$ cat config.mk
export PLATFORM = sky130hd
export DESIGN_NAME = uart_word_bridge
export DESIGN_NICKNAME = d
export VERILOG_FILES = /design/src/rtl/uart_word_bridge.sv
export SDC_FILE = /design/constraint.sdc
export NUM_CORES = 1
export LEC_CHECK = 0
export CORE_UTILIZATION = 24
export CTS_BUF_LIST = sky130_fd_sc_hd__clkbuf_16
export CTS_CLUSTER_DIAMETER = 80
export DETAILED_ROUTE_END_ITERATION = 16
export GPL_ROUTABILITY_DRIVEN = 0
export PLACE_DENSITY_LB_ADDON = 0.12
export RECOVER_POWER = 25
export SYNTH_ARGS = -nofsm -noshare
export SYNTH_HDL_FRONTEND = slang
export SYNTH_SLANG_ARGS = --single-unit
$ cat constraint.sdc
create_clock -name i_clock -period 2.1 [get_ports i_clock]
set_clock_uncertainty 0.05 [all_clocks]
set_input_delay 0.42 -clock i_clock [delete_from_list [all_inputs] [get_ports i_clock]]
set_output_delay 0.42 -clock i_clock [all_outputs]
set_load 0.005 [all_outputs]
$ cat src/rtl/uart_word_bridge.sv
// uart_word_bridge
//   Word-level adapter on the parallel side of a UART.
//   RX path: packs received bytes (little-endian, first byte -> word[DATA_WIDTH-1:0])
//            into WORD_WIDTH-bit words presented with a valid/ready handshake.
//   TX path: accepts a WORD_WIDTH-bit word and feeds it byte by byte (little-endian)
//            to the UART transmitter, pacing on its available/done outputs.
//   The two paths share only clock and reset.
//
// Ports:
//   i_clock, i_reset                 clock, asynchronous active-low reset
//   i_rx_done, i_rx_data, i_rx_clear received byte strobe/data, partial-word discard
//   o_word, o_word_valid, i_word_ready  assembled word handshake
//   o_rx_count, o_rx_overrun         bytes in partial word, sticky dropped-word flag
//   i_tx_word, i_tx_word_valid, o_tx_word_ready  word-to-send handshake
//   o_tx_signal, o_tx_result         start pulse and byte to the UART transmitter
//   i_tx_available, i_tx_done        transmitter ready / byte-finished pulse
//   o_tx_busy                        word transmission in progress
//   o_tx_state                       debug view of the TX state register
//
// Handshakes: a word moves on a clock edge where valid and ready are both high.
// Once valid is raised its data is held stable until that edge. o_tx_word_ready
// is registered and depends only on the TX state, never on i_tx_word_valid.
module uart_word_bridge #(
    parameter  int DATA_WIDTH = 8,
    parameter  int WORD_WIDTH = 32,
    localparam int WORD_BYTES = WORD_WIDTH / DATA_WIDTH,
    localparam int CW         = $clog2(WORD_BYTES)
) (
    input  logic                  i_clock,
    input  logic                  i_reset,
    input  logic                  i_rx_done,
    input  logic [DATA_WIDTH-1:0] i_rx_data,
    input  logic                  i_rx_clear,
    output logic [WORD_WIDTH-1:0] o_word,
    output logic                  o_word_valid,
    input  logic                  i_word_ready,
    output logic [CW-1:0]         o_rx_count,
    output logic                  o_rx_overrun,
    input  logic [WORD_WIDTH-1:0] i_tx_word,
    input  logic                  i_tx_word_valid,
    output logic                  o_tx_word_ready,
    output logic                  o_tx_signal,
    output logic [DATA_WIDTH-1:0] o_tx_result,
    input  logic                  i_tx_available,
    input  logic                  i_tx_done,
    output logic                  o_tx_busy,
    output logic [1:0]            o_tx_state
);

    localparam logic [CW-1:0] LAST_IDX = CW'(WORD_BYTES - 1);

    // ------------------------------------------------------------------
    // RX: byte assembly
    // ------------------------------------------------------------------
    logic [WORD_WIDTH-1:0] asm_q;
    logic [WORD_WIDTH-1:0] asm_next;
    logic                  rx_take;
    logic                  rx_last;

    // Clear beats a coincident byte strobe; that byte is thrown away.
    assign rx_take = i_rx_done && !i_rx_clear;
    assign rx_last = rx_take && (o_rx_count == LAST_IDX);

    // Assembly register with the incoming byte merged into its slot, so a
    // completing word can be handed to o_word in the same edge.
    always_comb begin
        asm_next = asm_q;
        for (int k = 0; k < WORD_BYTES; k++) begin
            if (o_rx_count == CW'(k)) begin
                asm_next[k*DATA_WIDTH +: DATA_WIDTH] = i_rx_data;
            end
        end
    end

    always_ff @(posedge i_clock or negedge i_reset) begin
        if (!i_reset) begin
            asm_q        <= '0;
            o_rx_count   <= '0;
            o_word       <= '0;
            o_word_valid <= 1'b0;
            o_rx_overrun <= 1'b0;
        end else begin
            if (i_rx_clear) begin
                o_rx_count <= '0;
                asm_q      <= '0;
            end else if (i_rx_done) begin
                asm_q      <= asm_next;
                o_rx_count <= rx_last ? '0 : o_rx_count + CW'(1);
            end

            // A completed word may replace the held one only if that one is
            // leaving on this same edge; otherwise it is dropped.
            if (rx_last) begin
                if (!o_word_valid || i_word_ready) begin
                    o_word       <= asm_next;
                    o_word_valid <= 1'b1;
                end else begin
                    o_rx_overrun <= 1'b1;
                end
            end else if (o_word_valid && i_word_ready) begin
                o_word_valid <= 1'b0;
            end
        end
    end

    // ------------------------------------------------------------------
    // TX: word serializer
    // ------------------------------------------------------------------
    typedef enum logic [1:0] {
        TX_IDLE = 2'd0,
        TX_SEND = 2'd1,
        TX_WAIT = 2'd2
    } tx_state_t;

    tx_state_t             tx_state;
    tx_state_t             tx_state_next;
    logic [WORD_WIDTH-1:0] tx_buf;
    logic [CW-1:0]         tx_idx;
    logic [DATA_WIDTH-1:0] tx_byte;
    logic                  tx_accept;
    logic                  tx_fire;
    logic                  tx_advance;

    assign o_tx_state = tx_state;

    always_comb begin
        tx_byte = '0;
        for (int k = 0; k < WORD_BYTES; k++) begin
            if (tx_idx == CW'(k)) begin
                tx_byte = tx_buf[k*DATA_WIDTH +: DATA_WIDTH];
            end
        end
    end

    always_comb begin
        tx_state_next = tx_state;
        tx_accept     = 1'b0;
        tx_fire       = 1'b0;
        tx_advance    = 1'b0;
        case (tx_state)
            TX_IDLE: begin
                if (i_tx_word_valid) begin
                    tx_accept     = 1'b1;
                    tx_state_next = TX_SEND;
                end
            end
            TX_SEND: begin
                if (i_tx_available) begin
                    tx_fire       = 1'b1;
                    tx_state_next = TX_WAIT;
                end
            end
            TX_WAIT: begin
                if (i_tx_done) begin
                    if (tx_idx == LAST_IDX) begin
                        tx_state_next = TX_IDLE;
                    end else begin
                        tx_advance    = 1'b1;
                        tx_state_next = TX_SEND;
                    end
                end
            end
            default: tx_state_next = TX_IDLE;
        endcase
    end

    // Ready/busy are registered from the next state so they change in the
    // same cycle the FSM enters or leaves TX_IDLE.
    always_ff @(posedge i_clock or negedge i_reset) begin
        if (!i_reset) begin
            tx_state        <= TX_IDLE;
            tx_buf          <= '0;
            tx_idx          <= '0;
            o_tx_signal     <= 1'b0;
            o_tx_result     <= '0;
            o_tx_word_ready <= 1'b1;
            o_tx_busy       <= 1'b0;
        end else begin
            tx_state        <= tx_state_next;
            o_tx_signal     <= tx_fire;
            o_tx_word_ready <= (tx_state_next == TX_IDLE);
            o_tx_busy       <= (tx_state_next != TX_IDLE);
            if (tx_accept) begin
                tx_buf <= i_tx_word;
                tx_idx <= '0;
            end
            if (tx_advance) begin
                tx_idx <= tx_idx + CW'(1);
            end
            if (tx_fire) begin
                o_tx_result <= tx_byte;
            end
        end
    end

endmodule

==> results.ini, run 1 <==
[outcome]
status = finished clean

[sta]
hold_violations = 0
fmax_mhz = 503.8
finalCritPeriodShare_pct = 94.52
finalCriticalPeriod_ps = 1985
finalSetupViolations = 0
worst_pin_slew_ps = 759.8
slew_violations = 0
rsz0062_at_grt = false
setup_tns_ps = 0
relSlewSlack_pct = 49.35

[route]
totalWireLength_mm = 13.50
drc = 0
wl_per_cell_um = 16.06
drtIter0Drc = 142
num_vias = 3757
dr.pass1.iters = 6
via_per_inst = 4.467
drtAntennaViolNets = 0

[floorplan]
io_pins = 97
num_rows = 53
die_x_um = 149.4
core-area_um2 = 21150
initial_utilization_pct = 24.64
die_h_um = 149.4
die_area_um2 = 22310

[critical_path]
startpoint_type = register
path_buf_inv = 1
max_stage_delay_ps = 570
r2r_slack_ps = 260
cp_top_family = buffers and inverters
critPathMaxFanout = 9
path_cells = clkdlybuf4s50_1
cpMaxStageDelayCell = clkdlybuf4s50_1
crit_type = register to primary output
crit_path_end_kind = primary output
required_ps = 1630
arrival_ps = 1510

[run]
drv_cap = 0

[pwr]
ir_drop_mv = 0.5628
p_leak_nw = 3.058
powerDensity_nw_per_um2 = 1118
p_sw_mw = 2.291
intPower_mw = 5.664
pwr-share-comb_pct = 26.7
p_seq_share_pct = 38.4
pwr-share-clk_pct = 34.9
switching_share_pct = 28.80

[logic_synthesis]
synth_seq_area_share_pct = 55.23
synth_top_flop_cell = dfrtp_1
ys_warn_count = 0
netlist_instances = 445
ys_ff_latch = 115
yosys-top-cells-count = 114 x dfrtp_1, 88 x mux2_2, 53 x nand2_1
synthArstFlopShare_pct = 100.0
syn_area_um2 = 5212
syn_avg_cell_area_um2 = 11.71
synth.area.top_cells = dfrtp_1 55%, mux2_2 19%, a21oi_1 3.8%, nand2_1 3.8%, nand3_1 3.1%
synth_top_area_share_pct = 54.73
synth_nets = 501
synth-edff-count = 0
synth.largest_area_cell = dfrtp_1
yosysMostFrequentCell = dfrtp_1
synth_cell_types = 33

[clock_tree]
htreeDepth = 4
cts.sinks = 115
cts_resized = 0
cts_buffer_depth = 2
worst_skew_pair.late_latency_ps = 410
cts.clk_slew.worst_paths_ps = 60
cts_made_buffers = 17
cts_tree = done
cts_root_buffer = clkbuf_16

[global_route]
grt_pass1_wl_mm = 21.69
grtUsageTotal_pct = 12.99
grt_max_degree = 43
antenna_found_initial = 0
overflow = 0
grt_pass1_vias = 3959

[layout]
nets = 609
finish.utilization_pct = 33.63
multiInputGateArea_um2 = 2101
fillers = 2129
layout.cells.non_filler = 841
syn2layout_area_growth_pct = 36.49
insertedDiodeCount = 0
layout-drive-gt1-share_pct = 26.15
register_area_um2 = 2879

[placed_design]
portBuffers = 96
dpl.hpwl_mm = 9.189
dpl.cell_count = 808

[min_path]
hp-class = register to register

==> worst register-to-register path, stage by stage, from the launching register on <==
cell and delay (ps):
dfrtp_1 400, inv_1 100, ha_1 510, a21oi_1 140
a221o_1 400, a31oi_1 170
==> power by group through the flow <==
| stage | logic, mW | registers (mW) | clock network [mW] |
|---|---|---|---|
| after floorplan | 1.34 | 3.00 | 0 |
| final | 2.13 | 3.05 | 2.77 |
| after detailed placement | 2.20 | 3.11 | 0 |
| after global routing | 2.36 | 3.14 | 2.95 |
| after global placement | 2.16 | 3.09 | 0 |
| after CTS | 2.21 | 3.07 | 2.85 |
==> state kept, by name, summed over array words and instances, names as in the netlist <==
signal,flops
asm_q,32
o_word,32
tx_buf,32
o_tx_result,8
o_rx_count,2
o_tx_state,2
tx_idx,2
o_rx_overrun,1
o_tx_busy,1
o_tx_signal,1
o_tx_word_ready,1
o_word_valid,1
==> path summary, 6_finish.rpt <==
path	end	cells after the start	startpoint
setup reg to reg	o_tx_result[1]$_DFFE_PN0P_	5	tx_idx[1]$_DFFE_PN0P_
setup / recovery	o_tx_state[0]	1	o_tx_state[0]$_DFF_PN0_
hold reg to reg	o_rx_overrun$_DFFE_PN0P_	1	o_rx_overrun$_DFFE_PN0P_
min in group asynchronous	o_word[27]$_DFFE_PN0P_	2	i_reset
max in group asynchronous	tx_buf[26]$_DFFE_PN0P_	3	i_reset
hold / removal	o_rx_overrun$_DFFE_PN0P_	1	o_rx_overrun$_DFFE_PN0P_
==> metal layers <==
layer,up-vias,routed length (um),GRT usage (%)
met3,7,668,3.639
met5,-,0,0
li1,1779,-,-
met2,97,6612,21.46
met1,1874,6108,16.22
met4,0,114,4.235
==> layout by cell type, fill, tap and decap left out, drive strengths merged, types with 4 or more instances in the layout <==
| cell | synthesis | layout |
|---|---|---|
| clkdlybuf4s50 | 0 | 95 |
| a221o | 8 | 8 |
| dfrtp | 114 | 114 |
| clkbuf | 7 | 21 |
| o21ai | 8 | 8 |
| clkinv | 0 | 7 |
| inv | 13 | 14 |
| a21o | 4 | 4 |
| nand2 | 54 | 54 |
| nor2 | 12 | 12 |
| a21oi | 40 | 40 |
| a31oi | 8 | 8 |
| ha | 8 | 8 |
| nand3b | 8 | 8 |
| nand3 | 32 | 32 |
| buf | 26 | 22 |
| clkinvlp | 0 | 5 |
| mux2 | 88 | 88 |
==> logic make-up after synthesis <==
family,Yosys count,synth area share [%]
fa+ha+maj,8,1.920
flops,115,55.23
buf+inv,46,4.465
mux,90,19.40
simple gates,113,10.54
xor+xnor,1,0.1681
compound gates,72,8.281
==> through the flow <==
step / setup slack, ps / power, mW / instance area, um^2 / hold WS (ps)
finish: 115.1 / 7.955 / 7114 / 403.8
global route: 21.08 / 8.453 / 7114 / 427.6
CTS: 77.34 / 8.130 / 7146 / 407.3
detailed placement: 99.71 / 5.302 / 6569 / 347.1
global placement: 126.8 / 5.246 / 6569 / 335.6
floorplan: 339.2 / 4.333 / 5213 / 74.41
==> repair_timing <==
| action | in CTS | in global routing |
|---|---|---|
| hold buffers | 1 | 0 |
| endpoints found under the hold margin | 25 | 0 |
| setup buffers | 0 | 0 |
==> cell type report <==
type / count / area share (%)
timing repair buffer: 122 / 16.51
multi-input combinational: 284 / 29.53
sequential: 115 / 40.47
clock buffer: 17 / 5.980
tap: 275 / 4.836
inverter: 13 / 0.6859
clock inverter: 15 / 1.987
Note: power is estimated with default switching activity, not from simulation.
==> run 2: changes to the inputs <==
--- a/config.mk
+++ b/config.mk
@@ -6,11 +6,10 @@
 export NUM_CORES = 1
 export LEC_CHECK = 0
 export CORE_UTILIZATION = 24
-export CTS_BUF_LIST = sky130_fd_sc_hd__clkbuf_16
 export CTS_CLUSTER_DIAMETER = 80
 export DETAILED_ROUTE_END_ITERATION = 16
 export GPL_ROUTABILITY_DRIVEN = 0
-export PLACE_DENSITY_LB_ADDON = 0.12
+export PLACE_DENSITY_LB_ADDON = 0.08
 export RECOVER_POWER = 25
 export SYNTH_ARGS = -nofsm -noshare
 export SYNTH_HDL_FRONTEND = slang
==> results.ini, run 2 (synthesis results as in run 1) <==
[clock_tree]
cts.clk_slew.worst_paths_ps = 50
hold_buffers = 1
cts_tree = done
cts_root_buffer = clkbuf_16
cts_resized = 0
worst_skew_pair.late_latency_ps = 420
cts_made_buffers = 17
cts_buffer_depth = 2
htreeDepth = 4
cts.sinks = 115
cts_setup_buffers = 0

[critical_path]
critPathLaunch = o_tx_state[0]$_DFF_PN0_
crit_type = register to primary output
r2r_slack_ps = 240
path_buf_inv = 1
path_cells = clkdlybuf4s50_1
critPathMaxFanout = 9
crit_path_end_kind = primary output
startpoint_type = register
required_ps = 1630
cpMaxStageDelayCell = clkdlybuf4s50_1
arrival_ps = 1520
timing.rr.start = tx_idx[0]$_DFFE_PN0P_
cp_top_family = buffers and inverters
max_stage_delay_ps = 570

[pwr]
pwr-share-clk_pct = 35.1
switching_share_pct = 27.79
p_sw_mw = 2.221
ir_drop_mv = 0.5857
pwr-share-comb_pct = 26.5
intPower_mw = 5.770
powerDensity_nw_per_um2 = 1120
design_power_total_mw = 7.991
p_leak_nw = 3.078
p_seq_share_pct = 38.4

[min_path]
min_from = o_rx_overrun$_DFFE_PN0P_
hp-class = register to register

[sta]
slew_violations = 0
hold_violations = 0
finalCritPeriodShare_pct = 94.59
worst_pin_slew_ps = 724.6
relSlewSlack_pct = 51.69
setup_tns_ps = 0
fmax_mhz = 503.4
rsz0062_at_grt = false
finalCriticalPeriod_ps = 1986
finalSetupViolations = 0

[global_route]
grt_max_degree = 38
overflow = 0
antenna_found_initial = 0
grtUsageTotal_pct = 13.17
grt_pass1_wl_mm = 21.64
grt_pass1_vias = 3835

[outcome]
status = finished clean

[floorplan]
die_area_um2 = 22310
die_h_um = 149.4
die_x_um = 149.4
io_pins = 97
initial_utilization_pct = 24.64
num_rows = 53
core-area_um2 = 21150

[route]
drtAntennaViolNets = 0
totalWireLength_mm = 13.68
num_vias = 3757
dr.pass1.iters = 6
drtIter0Drc = 152
drc = 0
via_per_inst = 4.473
wl_per_cell_um = 16.29

[layout]
final_common_cell = dfrtp_1
fillers = 2155
layout-drive-gt1-share_pct = 25.49
nets = 608
multiInputGateArea_um2 = 2101
syn2layout_area_growth_pct = 36.87
largestRegisters = asm_q: 32 flops, o_word: 32 flops, tx_buf: 32 flops
register_area_um2 = 2879
final_cell_mix = 114 x dfrtp_1, 95 x clkdlybuf4s50_1, 88 x mux2_2, 53 x nand2_1, 40 x a21oi_1
insertedDiodeCount = 0
final_area_um2 = 7134

[placed_design]
dpl.hpwl_mm = 9.535
portBuffers = 96
placed_area_um2 = 6586

[run]
drv_cap = 0

==> run 2: cell count changes in the layout (fill, tap and decap cells not counted) <==
| cell | previous run | this run |
|---|---|---|
| buf_4 | 20 | 17 |
| clkinvlp_4 | 5 | 0 |
| clkinv_2 | 3 | 4 |
| buf_12 | 2 | 4 |
| clkinv_4 | 1 | 0 |
| inv_6 | 1 | 0 |
| clkbuf_1 | 1 | 7 |
| clkbuf_8 | 0 | 3 |
| clkinv_1 | 3 | 0 |
==> run 2: area by class of cell <==
class | count | share of cell area (%)
Clock buffer | 26 | 6.857
Clock inverter | 6 | 1.122
Inverter | 13 | 0.6840
Multi-Input combinational cell | 284 | 29.45
Sequential cell | 115 | 40.35
Tap cell | 275 | 4.823
Timing Repair Buffer | 121 | 16.71
==> run 2: metal layers <==
metal	up-vias	wire length (um)	global-route usage, %
met2	103	6453	19.98
li1	1781	-	-
met5	-	0	0
met3	16	774	3.272
met4	0	223	6.122
met1	1857	6232	17.51
==> run 2: power groups by stage <==
stage	logic [mW]	clock network, mW	registers, mW
2_1_floorplan	1.34	0	3.00
3_3_place_gp	2.15	0	3.10
3_5_place_dp	2.17	0	3.11
4_1_cts	2.18	2.89	3.08
5_1_grt	2.33	3.00	3.14
6_report	2.12	2.80	3.07
==> run 2: path summary, 6_finish.rpt <==
path / end / depth (start not counted)
max: o_tx_state[0] / 1
min: o_rx_overrun$_DFFE_PN0P_ / 1
max reg2reg: o_tx_result[0]$_DFFE_PN0P_ / 5
min reg2reg: o_rx_overrun$_DFFE_PN0P_ / 1
max in group asynchronous: asm_q[10]$_DFFE_PN0P_ / 3
min in group asynchronous: asm_q[0]$_DFFE_PN0P_ / 2
==> run 2: worst register-to-register path, delay by kind of cell, from the launching register on <==
kind / cells / cell delay, ps
AO/OA/AOI/OAI: 3 / 650
flip-flops: 1 / 390
adder cells (fa/ha/maj): 1 / 570
buffers and inverters: 1 / 120
==> run 2: through the flow <==
step	utilization, %	hold WS (ps)	cells	setup slack, ps
4_1_cts	33.87	412.1	840	73.48
2_1_floorplan	-	74.41	445	339.2
5_1_grt	33.73	447.8	840	35.38
3_3_place_gp	31.14	336.7	807	94.54
3_5_place_dp	31.14	334.3	807	64.54
6_report	33.73	412.7	840	113.6
==> run 3: changes to the inputs <==
--- a/config.mk
+++ b/config.mk
@@ -5,7 +5,7 @@
 export SDC_FILE = /design/constraint.sdc
 export NUM_CORES = 1
 export LEC_CHECK = 0
-export CORE_UTILIZATION = 24
+export CORE_UTILIZATION = 34
 export CTS_CLUSTER_DIAMETER = 80
 export DETAILED_ROUTE_END_ITERATION = 16
 export GPL_ROUTABILITY_DRIVEN = 0
==> constraint.sdc (replaced) <==
create_clock -name i_clock -period 2.5 [get_ports i_clock]
set_clock_uncertainty 0.05 [all_clocks]
set_input_delay 0.5 -clock i_clock [delete_from_list [all_inputs] [get_ports i_clock]]
set_output_delay 0.5 -clock i_clock [all_outputs]
set_load 0.005 [all_outputs]
==> results.ini, run 3 (synthesis results as in run 1) <==
[outcome]
status = finished clean

[critical_path]
crit_path_end_kind = primary output
cp_top_family = buffers and inverters
cpMaxStageDelayCell = clkdlybuf4s50_1
crit_type = register to primary output
cp_num_cells = 1
arrival_ps = 1510
r2r_slack_ps = 630
critPathMaxFanout = 9
required_ps = 1950
rr_worst_depth = 4
max_stage_delay_ps = 570
path_cells = clkdlybuf4s50_1
startpoint_type = register
path_buf_inv = 1

[sta]
setup_tns_ps = 0
finalCriticalPeriod_ps = 2062
worst_pin_slew_ps = 734.6
rsz0062_at_grt = false
fmax_mhz = 484.9
finalWorstSetupSlack_ps = 437.8
finalSetupViolations = 0
relSlewSlack_pct = 51.03
finalCritPeriodShare_pct = 82.49
slew_violations = 0
hold_violations = 0

[min_path]
hp-class = register to register
whs_path_depth = 1

[route]
totalWireLength_mm = 12.12
wl_per_cell_um = 16.48
drc = 0
drtAntennaViolNets = 0
via_per_inst = 4.899
num_vias = 3601
drtIter0Drc = 208
dr.pass1.iters = 6

[floorplan]
die_x_um = 125.8
die_h_um = 125.8
io_pins = 97
die_area_um2 = 15830
num_rows = 44
core-area_um2 = 14750
initial_utilization_pct = 35.33

[global_route]
grtUsageTotal_pct = 16.68
grt_pass1_vias = 3830
overflow = 0
grt_max_degree = 47
grt_pass1_wl_mm = 20.29
antenna_found_initial = 0

[clock_tree]
cts_resized = 0
worst_skew_pair.late_latency_ps = 410
hold_buffers = 1
cts_buffer_depth = 2
htreeDepth = 4
cts_root_buffer = clkbuf_16
cts.clk_slew.worst_paths_ps = 50
cts_tree = done
cts.sinks = 115
cts_made_buffers = 17
cts_setup_buffers = 0

[pwr]
switching_share_pct = 28.02
pwr-share-comb_pct = 27.1
pwr-share-clk_pct = 33.1
p_sw_mw = 1.807
intPower_mw = 4.641
p_leak_nw = 2.991
design_power_total_mw = 6.448
powerDensity_nw_per_um2 = 940.0
p_seq_share_pct = 39.8
ir_drop_mv = 0.5061

[placed_design]
portBuffers = 96
place_ws_ps = 376.4
dpl.cell_count = 704
dpl.hpwl_mm = 8.144

[layout]
final_common_cell = dfrtp_1
nets = 596
layout-drive-gt1-share_pct = 23.96
syn2layout_area_growth_pct = 31.59
insertedDiodeCount = 0
final_cell_mix = 114 x dfrtp_1, 95 x clkdlybuf4s50_1, 88 x mux2_2, 53 x nand2_1, 40 x a21oi_1
largestRegisters = asm_q: 32 flops, o_word: 32 flops, tx_buf: 32 flops
layout.cells.non_filler = 735

[run]
drv_cap = 0

-- run 3: cell types whose count changed in the layout (fill, tap and decap cells not counted), sizes merged --
cell,previous run,this run
buf,21,9
bufinv,2,0
clkbuf,30,29
clkinvlp,0,1
-- run 3: per-layer routing --
layer  share of wire (%)  global-route usage, %
met1                  47                  21.19
met2                  48                  27.29
met3                 3.2                  4.121
met4                 1.5                  6.804
met5                   0                      0
-- run 3: metrics by stage --
| stage | cell area, um^2 | util, % | hold slack (ps) |
|---|---|---|---|
| floorplan | 5213 | - | 154.4 |
| global placement | 6357 | 43.09 | 398.8 |
| detailed placement | 6357 | 43.09 | 409.5 |
| CTS | 6890 | 46.70 | 424.4 |
| global route | 6859 | 46.49 | 439.8 |
| finish | 6859 | 46.49 | 418.5 |
-- run 3: final timing paths --
check                                          start                        to
max                          o_tx_state[1]$_DFF_PN0_             o_tx_state[1]
min                         o_rx_overrun$_DFFE_PN0P_  o_rx_overrun$_DFFE_PN0P_
max reg2reg                o_rx_count[1]$_DFFE_PN0P_     o_word[8]$_DFFE_PN0P_
min reg2reg                 o_rx_overrun$_DFFE_PN0P_  o_rx_overrun$_DFFE_PN0P_
max in group asynchronous                    i_reset    tx_buf[14]$_DFFE_PN0P_
min in group asynchronous                    i_reset      asm_q[7]$_DFFE_PN0P_
-- run 3: area by class of cell --
class / count / area, um^2
fill: 1381 / 7895
sequential: 115 / 2879
multi-input combinational: 284 / 2101
timing repair buffer: 109 / 1077
clock buffer: 25 / 495.5
tap: 184 / 230.2
inverter: 13 / 48.80
clock inverter: 5 / 27.53
-- run 3: power by group through the flow --
stage / clock [mW] / sequential [mW] / combinational, mW
2_1_floorplan: 0 / 2.52 / 1.12
3_3_place_gp: 0 / 2.59 / 1.75
3_5_place_dp: 0 / 2.60 / 1.78
4_1_cts: 2.19 / 2.57 / 1.79
5_1_grt: 2.27 / 2.63 / 1.95
6_report: 2.13 / 2.57 / 1.75
